File: config.mk
export PLATFORM = sky130hd
export DESIGN_NAME = stream_packet_assembler
export DESIGN_NICKNAME = d
export VERILOG_FILES = /design/src/rtl/stream_packet_assembler.sv
export SDC_FILE = /design/constraint.sdc
export NUM_CORES = 1
export LEC_CHECK = 0
export ABC_AREA = 1
export BUFFER_PORTS_ARGS = -buffer_cell sky130_fd_sc_hd__clkbuf_2
export CORE_ASPECT_RATIO = 0.6
export CORE_MARGIN = 1.5
export CORE_UTILIZATION = 40
export DETAILED_ROUTE_END_ITERATION = 12
export MAX_ROUTING_LAYER = met4
export PLACE_DENSITY = 0.76
export SYNTH_ARGS = -nofsm -noshare
export SYNTH_HDL_FRONTEND = slang
export SYNTH_SLANG_ARGS = --single-unit
export TNS_END_PERCENT = 50
File: constraint.sdc
create_clock -name clk -period 1.1 [get_ports clk]
set_input_delay 0.22 -clock clk [delete_from_list [all_inputs] [get_ports clk]]
set_output_delay 0.22 -clock clk [all_outputs]
set_load 0.05 [all_outputs]
File: src/rtl/stream_packet_assembler.sv
// stream_packet_assembler: gathers an MSB-first byte stream into
// PKT_WIDTH-bit packets behind a double-buffered valid/ready output.
//
// Ports:
//   clk          system clock, rising edge
//   rst          synchronous active-high reset
//   in_valid     byte available
//   in_ready     byte accepted when in_valid && in_ready
//   in_data      received byte
//   out_valid    assembled packet held in the output slot
//   out_ready    downstream accepts the packet
//   out_data     assembled packet (low PKT_WIDTH bits of the bytes)
//   busy         partial packet in progress
//   timeout_err  one-cycle pulse when a stale partial packet is dropped
module stream_packet_assembler #(
    parameter int PKT_WIDTH      = 16,
    parameter int TIMEOUT_CYCLES = 0
) (
    input  logic                 clk,
    input  logic                 rst,
    input  logic                 in_valid,
    output logic                 in_ready,
    input  logic [7:0]           in_data,
    output logic                 out_valid,
    input  logic                 out_ready,
    output logic [PKT_WIDTH-1:0] out_data,
    output logic                 busy,
    output logic                 timeout_err
);

    localparam int NUM_BYTES = (PKT_WIDTH + 7) / 8;
    localparam int SW = 8 * NUM_BYTES;
    localparam int CW = (NUM_BYTES > 1) ? $clog2(NUM_BYTES) : 1;
    localparam int TW = (TIMEOUT_CYCLES > 0) ? $clog2(TIMEOUT_CYCLES + 1) : 1;
    localparam logic [CW-1:0] LAST = CW'(NUM_BYTES - 1);
    localparam logic [TW-1:0] TLIM =
        TW'((TIMEOUT_CYCLES > 0) ? TIMEOUT_CYCLES - 1 : 0);
    localparam bit TO_EN = (TIMEOUT_CYCLES > 0);

    logic [CW-1:0] cnt;
    logic [SW-1:0] sh;
    logic [SW-1:0] sh_next;
    logic [TW-1:0] tcnt;
    logic          is_last;
    logic          accept;
    logic          load;
    logic          idle;
    logic          expire;

    always_comb begin
        is_last  = (cnt == LAST);
        // Only the final byte can be refused: it needs the output slot.
        in_ready = !rst && !(is_last && out_valid && !out_ready);
        accept   = in_valid && in_ready;
        load     = accept && is_last;
        // A refused final byte keeps in_valid high, so stalls never count.
        idle     = (cnt != '0) && !in_valid;
        // Fires on the idle cycle that completes TIMEOUT_CYCLES idle cycles.
        expire   = TO_EN && idle && (tcnt == TLIM);
        // Bytes beyond the packet width fall off the top.
        sh_next  = SW'({sh, in_data});
    end

    always_ff @(posedge clk) begin
        if (rst) begin
            cnt         <= '0;
            sh          <= '0;
            tcnt        <= '0;
            out_valid   <= 1'b0;
            out_data    <= '0;
            timeout_err <= 1'b0;
        end else begin
            timeout_err <= expire;
            if (load) begin
                cnt       <= '0;
                sh        <= '0;
                out_data  <= sh_next[PKT_WIDTH-1:0];
                out_valid <= 1'b1;
            end else begin
                if (out_ready) begin
                    out_valid <= 1'b0;
                end
                if (accept) begin
                    cnt <= cnt + 1'b1;
                    sh  <= sh_next;
                end else if (expire) begin
                    cnt <= '0;
                    sh  <= '0;
                end
            end
            if (accept || expire || cnt == '0) begin
                tcnt <= '0;
            end else if (TO_EN && idle) begin
                tcnt <= tcnt + 1'b1;
            end
        end
    end

    assign busy = (cnt != '0);

endmodule

==> impl_results.md, run 1 <==
- Router iterations before antenna repair: 4
- Fin Hold WS: roughly 170 ps
- RePlAce Congestion: roughly 0.77
- Worst Hold Launch: in_data[0]
- First-pass GRT wire length: approximately 3700 um
- Post-synth EDFFs: 0
- Worst Path Max Fanout: 4
- Cell taking the most area after synthesis: dfxtp_1
- Hold EP: out_data[0]
- Nets: around 180
- Worst r2r src: busy
- WL/cell: approximately 11 um
- Maximum vdd drop: 0.752 mV
- H-tree levels: 1
- Clk slew on worst S/H paths: 90 ps
- Vias per inst: approximately 4.6
- Synth top area share: roughly half
- Synth warn: 0
- Max Clk Rate: 0.821 GHz
- Antenna violations before repair: 0
- Total of max-cap violations: 0
- Initial Util: about two fifths
- Worst reg-to-reg path cell count: 5
- Commonest cells after routing, fill and taps aside: 25 x nand2_1, 24 x dfxtp_1, 17 x inv_1, 16 x nor2_1
- Crit-path cells: a31oi_4, buf_8
- # diodes: 0
- Area Overhead vs Synth: 37.1%
- Vias: 920
- Largest family of logic cells by synthesized area: simple AND/OR/NAND/NOR gates
- Power Total: a little over 0.002 W
- GRT overflow: 0
- Asr flop ratio synth: 0%
- Clock skew: roughly 3.4 ps
- Synth Register Bits: 26
- Critical Path Source Type: register
- Vias in the first global route: 846
- Synth area leaders: dfxtp_1 50%, nand2_1 9.4%, nor2_1 6.5%
- HPWL Detailed: 1560 um
- Data arrival, critical path: 1000 ps
- Reg-to-reg endpoint: out_data[12]
- Leakage: ~0.68 nW
- Clock Sinks: 26
- Row count: 14
- Synth Area in Compound Gates: between 8 and 9%
- Most common cell after layout, fill and taps aside: nand2_1
- Die Ht: about 42 um
- CTS Buffer Depth: 2
- Post-Syn Nets: 145
- CTS tree: done
- Netlist cell types: 18
- Synthesized area per cell: just under 8 sq um
- Sequential fraction of the synthesis area: 50.3%
- Cells after Synth: 133
- IO buf count: 30
- Crit. End Element: primary output
- Max Slew Vio Count: 0
- Fin crit period: 1220 ps
- Adder-cell area share of the yosys netlist: 0%
- Setup violators final: 13
- FF-to-FF setup slack: -40 ps
- Final worst-path cycle share: 111%
- Worst Slack Setup Final: -119 ps
- Ys flop type: dfxtp_1
- Die width: 68.7 um
- Slowest cell delay on critical path: roughly 370 ps
- Hold path cells: 3
- CP required: slightly below 900 ps
- Post-Synth XOR/XNOR Area: 0%
- Crit path kind: register to primary output
- Fraction of layout cells with a size suffix above 1: a little under a third
- Fin. Hold Viols: 0
- Failing checks: negative setup slack
- Simple-gate share of the synthesized area: around 29%
- Slowest CP cell: dfxtp_4
- Hold Crit Class: input port to register
- Post-Synthesis Cell Area: around 0.0010 sq mm
- WL final: between 2000 and 2500 um
- DP Area: between 0.001 and 0.0015 sq mm
- Pre-CTS worst setup slack: -56.5 ps
- Die area: around 0.0029 sq mm
- Core Area: 0.00249 sq mm
- Clock buffer count from CTS: 3
- DRT iter0 DRCs: 22
- FILL cells: ~240
- RSZ-0062 raised after global routing: yes
- Status: finished, violations left
- Finished Cell Area: approximately 0.0014 sq mm
- Setup TNS: -408 ps
- CTS Root Cell: clkbuf_8
- DRC viols: 0
- PwrDens: between 1000 and 1500 mW/mm^2
- Antenna viol nets, final: 0
- Largest net degree at the start of global routing: 27
- I/O Pins: 32
- Clock Latency Late Sink: around 270 ps
- Gr usage total: about 18%
- Mux cell area share after synthesis: 0%
power breakdown:
group | switching [W] | leakage [nW] | total, W | internal (W)
Combinational | 0.000239 | 0.431 | 0.000358 | 0.000119
Sequential | 0.0000282 | 0.213 | 0.00101 | 0.000983
Clock | 0.000301 | 0.0339 | 0.000697 | 0.000396
repair_timing:
item	4_1_cts	5_1_grt
pin swaps	1	0
hold buffers	0	0
endpoints found under the setup margin	28	34
resized for setup	21	20
setup buffers	1	1
synth_stat cells (2+ instances only):
master	instances
nand3_1	8
nand2_1	26
dfxtp_1	26
nand4_1	8
buf_2	3
a21oi_1	9
o21ai_0	8
nor2_1	18
inv_1	17
buf_4	2
flip-flops by register name (all words and copies together) (netlist names):
name / cells
out_data: 16
sh: 8
busy: 1
out_valid: 1
kinds of logic after synthesis:
kind of cell | count (synthesis)
DFF | 26
other | 1
buffers and inverters | 25
AOI/OAI and AO/OA | 18
and+or+nand+nor | 63
stage by stage:
| step | cells | util, % |
|---|---|---|
| 6_report | 198 | 57.0 |
| 5_1_grt | 198 | 57.0 |
| 4_1_cts | 197 | 56.0 |
| 3_5_place_dp | 192 | 50.6 |
| 3_3_place_gp | 192 | 50.6 |
| 2_1_floorplan | 133 | - |
metal layers:
metal	track usage [%]	vias to the layer above	part of all wire [%]
met5	-	-	0
met1	22.4	407	49
met2	28.3	26	45
met3	5.65	0	5.6
met4	1.20	0	0
li1	-	487	-
cell type report:
class                      instances  area, sq um  area share [%]
timing repair buffer              36          285            20.1
inverter                          18         70.1            4.94
sequential                        26          528            37.2
clock buffer                       4         66.3            4.67
tap                               32         40.0            2.82
multi-input combinational         82          429            30.2
critical path: cells and delay by family, from the launching register on:
| kind | cells | cell delay [ps] |
|---|---|---|
| AOI/OAI and AO/OA | 1 | 190 |
| buffers and inverters | 1 | 160 |
| DFF | 1 | 370 |
worst max-delay path by stage:
stage	startpoint	endpoint	slack [ps]	depth (start not counted)
after floorplan	out_valid	out_data[5]	10	5
after global placement	out_ready	out_data[15]	40	7
after detailed placement	out_ready	out_data[4]	-60	7
after CTS	busy	in_ready	-140	2
after global routing	busy	in_ready	-150	2
final	busy	in_ready	-120	2
Power figures use the tool's default switching activity.
==> run 2: changes to the inputs <==
==> constraint.sdc (replaced) <==
create_clock -name clk -period 1.1 [get_ports clk]
set_input_delay 0.22 -clock clk [delete_from_list [all_inputs] [get_ports clk]]
set_output_delay 0.22 -clock clk [all_outputs]
set_load 0.005 [all_outputs]
==> run 2 against run 1 <==
Effect of this change: maximum frequency up 7.6%; critical endpoint unchanged; worst setup slack better by 87 ps; non-clock buffer count down 1; clock power down 11%; sequential share of layout area up 2.9 points; register-to-register slack better by 80 ps; via count up 3.3%; final area down 7.8%; combinational power down 41%; power down 11%; the run still ends with negative setup slack left; die area unchanged; first-iteration DRC count up 32%; largest cell class unchanged; critical path type unchanged.
==> impl_results.md, run 2 (synthesized netlist as in run 1, its figures left out) <==
- Total of max-cap violations: 0
- Pre-CTS worst setup slack: -51.0 ps
- Setup TNS: -32.1 ps
- CP required: 880 ps
- Failing checks: negative setup slack
- Vias in the first global route: 857
- CTS Root Cell: clkbuf_8
- Most common cell after layout, fill and taps aside: clkbuf_2
- WL/cell: roughly 11 um
- Max Slew Vio Count: 0
- Clk slew on worst S/H paths: approximately 90 ps
- Gr usage total: between 10% and 20%
- Core Area: around 0.0025 sq mm
- Crit path kind: register to primary output
- WL final: about 2200 um
- Area Overhead vs Synth: 26.5%
- Register area: between 500 and 600 sq um
- Crit. End Element: primary output
- CTS Hold Bufs: 0
- Vias: between 900 and 1,000
- Area of the multi-input gates: between 400 and 500 sq um
- Antenna violations before repair: 0
- DRC viols: 0
- Worst Hold Launch: rst
- Worst Slack Setup Final: -32.1 ps
- FILL cells: between 200 and 250
- Die Ht: roughly 42 um
- H-tree levels: 1
- Hold EP: out_valid
- Int Pwr: roughly 0.0014 W
- Fin crit period: about 1100 ps
- Row count: 14
- Clock power frac: 33.6%
- Most flops, register: out_data
- Worst reg-to-reg path cell count: 4
- Die area: 0.00291 sq mm
- Clock Sinks: 26
- Worst Path Max Fanout: 4
- Final worst-path cycle share: 103%
- Critical Path Source Type: register
- Clock Latency Late Sink: 270 ps
- GRT overflow: 0
- Hold path cells: 2
- Power Total: between 0.0015 and 0.002 W
- Regs by FF count: out_data (16), sh (8)
- PwrDens: 1410 mW/mm^2
- Router iterations before antenna repair: 5
- Antenna viol nets, final: 0
- Maximum vdd drop: just over 0.8 mV
- RSZ-0062 raised after global routing: yes
- Reg-to-reg endpoint: sh[7]
- Fraction of layout cells with a size suffix above 1: 27.9%
- CTS Buffer Depth: 2
- IO buf count: 30
- Status: finished, violations left
- Initial Util: 41.6%
- Nets: 178
- Comb power frac: between 10% and 20%
- First-pass GRT wire length: 3590 um
- Setup violators final: 1
- Commonest cells after routing, fill and taps aside: 29 x clkbuf_2, 25 x nand2_1, 24 x dfxtp_1, 18 x nor2_1, 17 x inv_1
- Clock skew: 1.74 ps
- Max Clk Rate: slightly below 0.9 GHz
- Clock buffer count from CTS: 3
- RePlAce Congestion: about 0.76
- CTS tree: done
- I/O Pins: 32
- Fin. Hold Viols: 0
- Die width: approximately 70 um
- DRT iter0 DRCs: 29
- P_sw: ~0.00044 W
- Worst r2r src: out_valid
- HPWL Detailed: 1610 um
- Max reg flops: 16
- Largest net degree at the start of global routing: 27
- FF-to-FF setup slack: about 40 ps
- Leakage: between 0.6 and 0.7 nW
- # diodes: 0
- Vias per inst: 4.82
- Seq pwr share: a little under three fifths
- Switching share of power: 24.0%
- Hold Crit Class: input port to register
- Data arrival, critical path: 910 ps
[run 2: changes by cell type in the layout (fill, tap and decap cells not counted), moves of 2 or more]
cell	change
clkbuf_2	+18
buf_4	-9
clkbuf_4	-9
o21ai_0	+3
o21ai_1	-3
nor2_1	+2
nor2_2	-2
[run 2: power groups by stage]
stage               clock network [W]  logic, W  registers (W)
finish                       0.000618  0.000210        0.00101
detailed placement                  0  0.000200        0.00103
CTS                          0.000633  0.000209        0.00101
global route                 0.000670  0.000235        0.00102
floorplan                           0  0.000110        0.00103
global placement                    0  0.000193        0.00103
[run 2: area by class of cell]
class	instances	share of cell area (%)
flip-flops and latches	26	40.2
multi-input cells	82	30.7
repair buffers	35	16.5
inverters	18	5.35
clock buffers	4	4.21
well taps	32	3.06
[run 2: worst max-delay path by stage]
stage | from | end | cells past startpoint
floorplan | busy | out_data[6] | 4
global placement | busy | sh[7] | 4
detailed placement | busy | sh[0] | 4
CTS | out_valid | in_ready | 2
global route | out_valid | in_ready | 2
finish | out_valid | in_ready | 2
[run 2: per-stage QoR]
stage	hold WS [ps]	util [%]	cell area, sq um	instances
2_1_floorplan	289	-	1030	133
3_3_place_gp	449	49.6	1230	192
3_5_place_dp	454	49.6	1230	192
6_report	155	52.6	1310	197
4_1_cts	152	52.5	1310	197
5_1_grt	157	52.6	1310	197
[run 2: timing repair]
item / 4_1_cts / 5_1_grt
hold endpoints to repair: 0 / 0
buffers inserted: 1 / 0
pin swaps: 1 / 0
endpoints found under the setup margin: 11 / 17
resized for setup: 4 / 2
[run 2: worst max-delay path: stages (launching register included)]
cell and delay (ps):
dfxtp_2 350, a31oi_1 160, buf_2 130
[run 2: per-layer routing]
metal / share of wire (%) / wire (um) / track usage [%]
met4: 1.3 / 30 / 6.00
met5: 0 / 0 / -
met1: 47 / 1050 / 19.5
met2: 45 / 1000 / 28.7
met3: 6.9 / 155 / 6.45
==> run 3: changes to the inputs <==
--- a/config.mk
+++ b/config.mk
@@ -10,6 +10,7 @@
 export CORE_ASPECT_RATIO = 0.6
 export CORE_MARGIN = 1.5
 export CORE_UTILIZATION = 40
+export CTS_BUF_LIST = sky130_fd_sc_hd__clkbuf_4
 export DETAILED_ROUTE_END_ITERATION = 12
 export MAX_ROUTING_LAYER = met4
 export PLACE_DENSITY = 0.76
==> run 3 against run 2 <==
Effect of this change: the run still ends with negative setup slack left; via count up 0.74%; global-route usage down 0.40 points; worst setup slack worse by 65 ps; sequential share of layout area down 1.1 points; utilization up 1.5 points; clock-buffer cell count down 1; maximum frequency down 5.5%; routed wire length up 2.8%; largest cell class unchanged.
==> impl_results.md, run 3 (synthesized netlist as in run 1, its figures left out) <==
- Leakage: ~0.67 nW
- Vias per inst: 4.76
- Max Clk Rate: 0.835 GHz
- Register area: between 500 and 600 sq um
- Worst reg-to-reg path cell count: 5
- RePlAce Congestion: about 0.76
- Data arrival, critical path: roughly 980 ps
- CTS Buffer Depth: 2
- RSZ-0062 raised after global routing: yes
- Row count: 14
- Hold EP: out_valid
- Area of the multi-input gates: 425 sq um
- PwrDens: 1230 mW/mm^2
- CTS Hold Bufs: 0
- H-tree levels: 1
- Hold Crit Class: input port to register
- I/O Pins: 32
- Pre-CTS worst setup slack: -51.0 ps
- Worst Hold Launch: rst
- Crit. End Element: primary output
- Antenna viol nets, final: 0
- Fin. Hold Viols: 0
- Max Slew Vio Count: 0
- CTS Root Cell: clkbuf_4
- Clk slew on worst S/H paths: between 100 and 150 ps
- Setup violators final: 2
- Gr usage total: 17.1%
- Regs by FF count: out_data (16), sh (8)
- Clock skew: about 2.6 ps
- Status: finished, violations left
- Critical Path Source Type: register
- Slowest CP cell: dfxtp_4
- Hold path cells: 2
- Slowest cell delay on critical path: 380 ps
- CP required: a little under 900 ps
- Max reg flops: 16
- GRT overflow: 0
- Die width: 68.7 um
- Most common cell after layout, fill and taps aside: clkbuf_2
- Maximum vdd drop: about 0.60 mV
- Initial Util: between 40% and 50%
- Worst Path Max Fanout: 3
- DRC viols: 0
- # diodes: 0
- Core Area: 0.00249 sq mm
- Clock Latency Late Sink: 320 ps
- Area Overhead vs Synth: 30.1%
- DRT iter0 DRCs: 40
- Crit-path cells: a31oi_1, buf_2
- FILL cells: 240
- HPWL Detailed: ~1600 um
- Die area: 0.00291 sq mm
- Clock Sinks: 26
- Vias in the first global route: 869
- Inst Count DP: 192
- FF-to-FF setup slack: ~10 ps
- CTS tree: done
- Fin crit period: roughly 1200 ps
- Fraction of layout cells with a size suffix above 1: approximately a third
- Final Core Density: ~54%
- Router iterations before antenna repair: 4
- WL final: 2300 um
- IO buf count: 30
- Failing checks: negative setup slack
- Nets: 182
- Total of max-cap violations: 0
- Setup TNS: -156 ps
- First-pass GRT wire length: 3570 um
- WL/cell: between 10 and 15 um
- Largest net degree at the start of global routing: 27
- Commonest cells after routing, fill and taps aside: 29 x clkbuf_2, 24 x dfxtp_1, 23 x nand2_1, 18 x nor2_1, 17 x inv_1
- Most flops, register: out_data
- Worst r2r src: busy
- Worst Slack Setup Final: -97.5 ps
- Vias: between 900 and 1,000
- Reg-to-reg endpoint: out_data[7]
- Filler-free cell count of the finished design: around 200
- Clock buffer count from CTS: 3
- Crit path kind: register to primary output
- Final worst-path cycle share: 109%
- Antenna violations before repair: 0
- Die Ht: ~42 um
[run 3: per-stage QoR]
| stage | hold WS (ps) | power (W) | cell area (sq um) |
|---|---|---|---|
| floorplan | 289 | 0.00114 | 1030 |
| global placement | 449 | 0.00122 | 1230 |
| CTS | 92.9 | 0.00165 | 1300 |
| global route | 82.3 | 0.00174 | 1350 |
| detailed placement | 454 | 0.00123 | 1230 |
| finish | 98.0 | 0.00166 | 1350 |
[run 3: final cells by class]
type | count | area share [%]
clock inverters | 1 | 0.279
multi-input cells | 82 | 31.6
well taps | 32 | 2.97
inverters | 18 | 5.20
clock buffers | 3 | 1.67
repair buffers | 39 | 19.2
flip-flops and latches | 26 | 39.0
[run 3: how the worst max path moves through the flow]
stage | startpoint | endpoint | slack (ps) | cells after the start
CTS | busy | in_ready | -100 | 2
detailed placement | busy | sh[0] | -50 | 4
global route | busy | in_ready | -160 | 2
global placement | busy | sh[7] | 30 | 4
floorplan | busy | out_data[6] | 90 | 4
finish | busy | in_ready | -100 | 2
[run 3: worst max-delay path, delay by kind of cell, from the launching register on]
| family | cells | cell delay (ps) |
|---|---|---|
| DFF | 1 | 380 |
| buffers and inverters | 1 | 130 |
| AOI/OAI and AO/OA | 1 | 150 |
[run 3: repair_timing]
| action | CTS | global route |
|---|---|---|
| gates resized for setup | 4 | 9 |
| setup buffers | 3 | 2 |
| pin swaps | 0 | 5 |
| endpoints found under the setup margin | 12 | 17 |
[run 3: routing by layer]
metal  track usage (%)  share of wire, %  vias up
met5                 -                 0        -
met4              2.40              0.22        0
met3              6.45               6.3        2
met2              28.7                47       31
met1              19.8                46      428
li1                  -                 -      496
[run 3: power by group]
group	internal [W]	total (W)	switching (W)
registers	0.000986	0.00101	0.0000249
clock network	0.000133	0.000418	0.000285
logic	0.000101	0.000227	0.000126
